$ cat config.mk
export PLATFORM = sky130hd
export DESIGN_NAME = pq_pop_unit
export DESIGN_NICKNAME = d
export VERILOG_FILES = /design/src/rtl/pq_pop_unit.sv
export SDC_FILE = /design/constraint.sdc
export NUM_CORES = 1
export LEC_CHECK = 0
export CORE_AREA = 2 2 91 93
export CTS_BUF_LIST = sky130_fd_sc_hd__clkbuf_2
export DETAILED_ROUTE_END_ITERATION = 7
export DIE_AREA = 0 0 93 95
export PLACE_DENSITY = 0.81
export SLEW_MARGIN = 20
export SYNTH_ARGS = -nofsm -noshare
export SYNTH_HDL_FRONTEND = slang
export SYNTH_SLANG_ARGS = --single-unit
$ cat constraint.sdc
create_clock -name clk_in -period 2.35 [get_ports clk_in]
set_input_delay 0.705 -clock clk_in [delete_from_list [all_inputs] [get_ports clk_in]]
set_output_delay 0.705 -clock clk_in [all_outputs]
set_load 0.05 [all_outputs]
$ cat src/rtl/pq_pop_unit.sv
// pq_pop_unit: issues dequeues to PQ_FIFO, splits popped words into {priority, payload}
// and streams them through a 2-entry FIFO with a sticky dequeue-timeout flag.
module pq_pop_unit #(
  parameter int DATA_WIDTH = 32,
  parameter int PRIO_WIDTH = 16,
  parameter int TIMEOUT    = 15,
  parameter int CNT_WIDTH  = 16
) (
  input  logic                             clk_in,
  input  logic                             rst_in,
  input  logic                             enable_in,
  input  logic                             pq_empty_in,
  input  logic [DATA_WIDTH-1:0]            pq_data_in,
  input  logic                             pq_valid_in,
  output logic                             pq_deq_out,
  output logic [PRIO_WIDTH-1:0]            m_prio_out,
  output logic [DATA_WIDTH-PRIO_WIDTH-1:0] m_payload_out,
  output logic                             m_valid_out,
  input  logic                             m_ready_in,
  output logic                             busy_out,
  output logic [CNT_WIDTH-1:0]             pop_count_out,
  output logic                             err_out
);
  localparam int TW = $clog2(TIMEOUT + 1);
  typedef enum logic {IDLE, WAIT} state_t;
  state_t state, nxt;
  logic [TW-1:0] cnt;
  logic [1:0] occ, occ_pop;
  logic [DATA_WIDTH-1:0] fifo [2];
  logic issue, cap, tmo, pop;
  always_comb begin
    pop = m_valid_out && m_ready_in;
    issue = state == IDLE && enable_in && !pq_empty_in && occ != 2'd2;
    cap = state == WAIT && pq_valid_in;
    tmo = state == WAIT && !pq_valid_in && cnt == TW'(TIMEOUT - 1);
    occ_pop = occ - {1'b0, pop};
    nxt = issue ? WAIT : (cap || tmo) ? IDLE : state;
  end
  always_ff @(posedge clk_in or negedge rst_in)
    if (!rst_in) state <= IDLE;
    else state <= nxt;
  // The slot freed by a same-cycle pop is reused by the capture, so order is kept.
  always_ff @(posedge clk_in or negedge rst_in)
    if (!rst_in) begin
      pq_deq_out <= 1'b0;
      cnt <= '0;
      occ <= '0;
      fifo[0] <= '0;
      fifo[1] <= '0;
      pop_count_out <= '0;
      err_out <= 1'b0;
    end else begin
      pq_deq_out <= issue;
      cnt <= issue ? '0 : cnt + TW'(1);
      err_out <= err_out | tmo;
      if (pop) begin
        fifo[0] <= fifo[1];
        pop_count_out <= pop_count_out + CNT_WIDTH'(1);
      end
      if (cap) fifo[occ_pop[0]] <= pq_data_in;
      occ <= occ_pop + {1'b0, cap};
    end
  assign m_valid_out = occ != 2'd0;
  assign m_prio_out = fifo[0][DATA_WIDTH-1 -: PRIO_WIDTH];
  assign m_payload_out = fifo[0][DATA_WIDTH-PRIO_WIDTH-1:0];
  assign busy_out = state == WAIT || m_valid_out;
endmodule

# Word-level counts from Yosys, hierarchy flattened
# Cells that the tools add are included.
# word_totals
in_bits,38
out_inout_bits,52
latchBits,0
regBits,89
ramBits,0
rom_bits,0
mem_count,0
elab_cells,41
# op_classes
n_eq_ne,2
n_div,0
bitwise,3
n_mul,0
reduce_logical,14
shift,0
n_addsub,4
mux,8
magnitude_cmp,2
# op_table
op,count
$bwmux 64,1
$mux 32,2
$mux 64,1
$demux 32 s1,1
$add 16x1->16 const B,1
$logic_and 1x1->1,8
$add 4x1->4 const B,1
$eq 4x4->1 const B,1
$mux 4,1
$reduce_bool 2->1,2
$add 2x1->2,1
$ge 2x2->1 const B,1
$logic_not 1->1,2
$logic_or 1x1->1,2
$lt 2x1->1 const B,1
$mux 1,2
$ne 2x2->1 const B,1
$not 1->2,1
$sub 2x1->2,1
$not 1->1,1
$or 1x1->1,1

# Logic depth before layout (Yosys ltp)
# logic_depth
ltp_word,10
mapped_depth,9
ltp_nobuf,6

# Least setup slack after synthesis
# OpenSTA, ideal clock, no wires.
# synth_path
kind,input to register
startpoint,input m_ready_in
endpoint,register (tool-made name)
arrival_ns,2.157
path_slack_ns,0.068
n_path_buf,3
required_ns,2.225
setup_ns,0.125
path_stages,9
path_cell_list,o21ai_2 -> buf_6 -> inv_1 -> ha_1 -> inv_1 -> ha_1 -> clkbuf_1 -> buf_2 -> mux2_2
# synth_rtl
item,line,text
start: declaration,19,"input logic m_ready_in,"

# Final worst setup path
# layout_path
startpoint,register occ[1]
endpoint,output busy_out
# layout_via
elab_chain_len,2
# layout_lines
item,line,text
start: declaration,28,"logic [1:0] occ, occ_pop;"
start signal: assignment,61,"occ <= occ_pop + {1'b0, cap};"
$reduce_bool 2->1,63,assign m_valid_out = occ != 2'd0;
$logic_or 1x1->1,66,assign busy_out = state == WAIT || m_valid_out;
end: declaration,20,"output logic busy_out,"
# Every way passes these cells.

==> results.rst <==
.. list-table::
   :header-rows: 1

   * - Metric
     - Value
   * - Clock tree from TritonCTS
     - done
   * - Register bit total from synthesis
     - 89
   * - Wire length of the first global-routing pass
     - 11.9 mm
   * - Placed cell count
     - 503
   * - Vias
     - 2622
   * - Area of the core
     - 7930 µm²
   * - Reg2reg path depth
     - 9
   * - Reported leakage power
     - 2.43 nW
   * - Clock tree buffer depth
     - 2
   * - Launch instance of the worst register-to-register path
     - occ[0]$_DFF_PN0_
   * - Die height
     - around 95 µm
   * - Largest voltage drop on the vdd net
     - approximately 0.74 mV
   * - Row count
     - 33
   * - Fin. max-slew vios
     - 0
   * - Number of buffers created by CTS
     - 9
   * - Instance count of the mapped netlist
     - 341
   * - Cells along the critical path
     - buf_6, or3_4, buf_8
   * - Flip-flop and latch area
     - between 2000 and 2500 µm²
   * - Clock slew at reported path FFs
     - 0.22 ns
   * - Worst skew pair latency
     - about 0.5 ns
   * - Setup violators final
     - 0
   * - Fin crit share
     - 0.986
   * - Final hold violation count
     - 0
   * - Setup repair after global routing missed its margin
     - yes
   * - Area used by multi-input combinational logic
     - 1470 µm²
   * - Wire length per cell after detailed routing
     - 13.7 µm
   * - Total placed instance area
     - 4890 µm²
   * - Drt via density
     - 5.02
   * - Worst setup path end
     - busy_out
   * - Most frequent cells after synthesis
     - dfrtp_1 (89), nand2_1 (43), buf_4 (35), mux2i_1 (32), o21ai_0 (32)
   * - Via count of the first global-routing pass
     - 2565
   * - Delay of the slowest cell on the worst path
     - 0.44 ns
   * - Outcome
     - finished clean
   * - # diodes
     - 0
   * - Number of synthesized flops with an enable pin
     - 0
   * - Pwr Density
     - 1320 nW/µm²
   * - Cell family with the largest share of critical-path delay
     - flip-flops
   * - Die area
     - 8840 µm²
   * - Drt first-iter violations
     - 74
   * - Highest fanout seen on the critical path
     - 5
   * - Count of nets left with antenna violations after detail routing
     - 0
   * - Total number of nets in the final design
     - between 400 and 500
   * - Worst-case register-to-register setup slack
     - 0.23 ns
   * - Io pins
     - 90
   * - CP arrival
     - 1.61 ns
   * - Final critical delay including setup and external delays
     - 2.32 ns
   * - Number of antenna violations at the first check in global routing
     - 1
   * - Post-route standard cell area excluding fillers
     - 5000 µm²
   * - Level count of the clock H-tree
     - 3
   * - Final worst setup slack
     - 0.0319 ns
   * - Slowest cell on the critical path
     - dfrtp_1
   * - Leading register cell type out of synthesis
     - dfrtp_1
   * - Detailed placer's ending HPWL
     - between 5 and 6 mm
   * - Worst path bufs/invs
     - 2
   * - Hold crit path type
     - register to register
   * - Count of filler cells inserted in the layout
     - roughly 670
   * - Type of the setup path with the least slack
     - register to output port
   * - Die span in x
     - ~93 µm
   * - Setup slack at placement
     - -0.235 ns
   * - Area of the mapped netlist
     - 4020 µm²
   * - Count of cell types in the netlist
     - 30
   * - Max-cap violations
     - 0
   * - Fraction of layout cells with a size suffix above 1
     - 0.185
   * - Sink Count
     - 89
   * - Initial core utilization
     - 0.507
   * - First drt pass iteration count
     - 4
   * - Mean area per synthesized cell
     - 11.8 µm²
   * - Achievable Freq
     - 0.431 GHz
   * - Leftover overflow at the end of global routing
     - 0
   * - Largest net degree at the start of global routing
     - 50
   * - Synth Warn #
     - 0
   * - Fraction of registers with async set/reset
     - 1.00
   * - Transition time at the pin with the least slew margin
     - 0.508 ns
   * - Stages on worst setup path
     - 3
   * - Final routed wirelength across all metal layers
     - 7.17 mm
   * - Synthesized Nets
     - 384
   * - GPL Wtd Cong
     - 0.810
   * - Port Buf Inserts
     - slightly below 90
   * - Sequential fraction of the synthesis area
     - 0.554
   * - Critical Path Sink Type
     - output port
   * - Startpoint of the worst setup timing path
     - occ[1]$_DFF_PN0_
   * - Number of standard cells in the layout, taps in and fillers out
     - about 520
   * - Final worst clock skew
     - 0.0204 ns
   * - Root buffer selected by CTS
     - clkbuf_2
   * - Top-area cell type share of the netlist area
     - 0.554
   * - Power Total
     - 6.62 mW
   * - Top-count cell post-synth
     - dfrtp_1
   * - Synthesis-to-layout area growth
     - 24.4%
   * - Worst slew margin relative to its limit
     - 0.663
   * - Global Route Usage Sum
     - 0.172
   * - Cell taking the most area after synthesis
     - dfrtp_1
   * - Startpoint type of the worst setup path
     - register
   * - Worst Path Required
     - 1.64 ns
   * - Post-detailed-route DRC marker count
     - 0
   * - Top cells by area in the synthesized netlist
     - dfrtp_1 (55%), mux2_2 (8.7%), mux2i_1 (8.0%)
[cells by family (layout without fill, tap and decap cells)]
group | count (synthesis) | after routing | synth area share
flops | 89 | 89 | 0.554
simple gates | 75 | 75 | 0.0853
mux | 64 | 64 | 0.169
buf+inv | 52 | 128 | 0.0846
compound gates | 37 | 37 | 0.0501
xor+xnor | 19 | 19 | 0.0414
fa+ha+maj | 5 | 5 | 0.0156
[cell type report]
class                      count  share of cell area
tap                          105              0.0263
inverter                       5             0.00375
clock inverter                 4              0.0140
sequential                    89               0.445
clock buffer                  10              0.0100
timing repair buffer         109               0.207
multi-input combinational    200               0.294
[repair_timing]
item | CTS | global route
resized for setup | 52 | 5
endpoints found under the setup margin | 51 | 2
hold buffers | 1 | 0
endpoints found under the hold margin | 9 | 0
cloned | 0 | 0
setup buffers | 0 | 4
pin swaps | 0 | 1
[worst min-delay path by stage]
stage,start,end,slack (ns),cells past startpoint
final,pop_count_out[15]$_DFFE_PN0P_,pop_count_out[15]$_DFFE_PN0P_,0.49,1
after global routing,rst_in,pop_count_out[12]$_DFFE_PN0P_,0.53,2
after CTS,pop_count_out[15]$_DFFE_PN0P_,pop_count_out[15]$_DFFE_PN0P_,0.50,1
after detailed placement,err_out$_DFF_PN0_,err_out$_DFF_PN0_,0.47,1
after global placement,pop_count_out[15]$_DFFE_PN0P_,pop_count_out[15]$_DFFE_PN0P_,0.46,1
after floorplan,rst_in,async pin,0.41,0
[per-stage QoR]
| stage | util | TNS [ns] | hold slack, ns |
|---|---|---|---|
| after global placement | 0.617 | -7.76 | 0.460 |
| after global routing | 0.631 | -0.0587 | 0.526 |
| final | 0.631 | 0 | 0.493 |
| after floorplan | - | 0 | 0.409 |
| after detailed placement | 0.617 | -8.96 | 0.470 |
| after CTS | 0.626 | -0.0808 | 0.499 |
[routing by layer]
layer	vias up	wire length, µm	track usage
li1	1261	-	-
met1	1277	3230	0.224
met2	74	3400	0.274
met3	10	466	0.0503
met4	0	76	0.0662
met5	-	0	0
[layout by cell type, fill, tap and decap left out, drive strengths merged, types with 3 or more instances in the layout]
cell type,instances
xor2,8
nand3,9
dlygate4sd2,49
clkdlybuf4s50,36
inv,5
and3,3
buf,22
o21ai,33
dfrtp,89
ha,5
and2,3
nand2,43
xnor2,11
mux2,32
nor2,9
nor3,3
clkbuf,11
mux2i,32
[power breakdown]
part           internal, mW  switching (mW)  total (mW)  leakage, nW
clock                 0.343           0.465       0.808       0.0776
sequential             2.20           0.400        2.60         1.10
combinational          1.20            2.02        3.22         1.25
total                  3.74            2.88        6.62         2.43
Power figures use the tool's default switching activity.
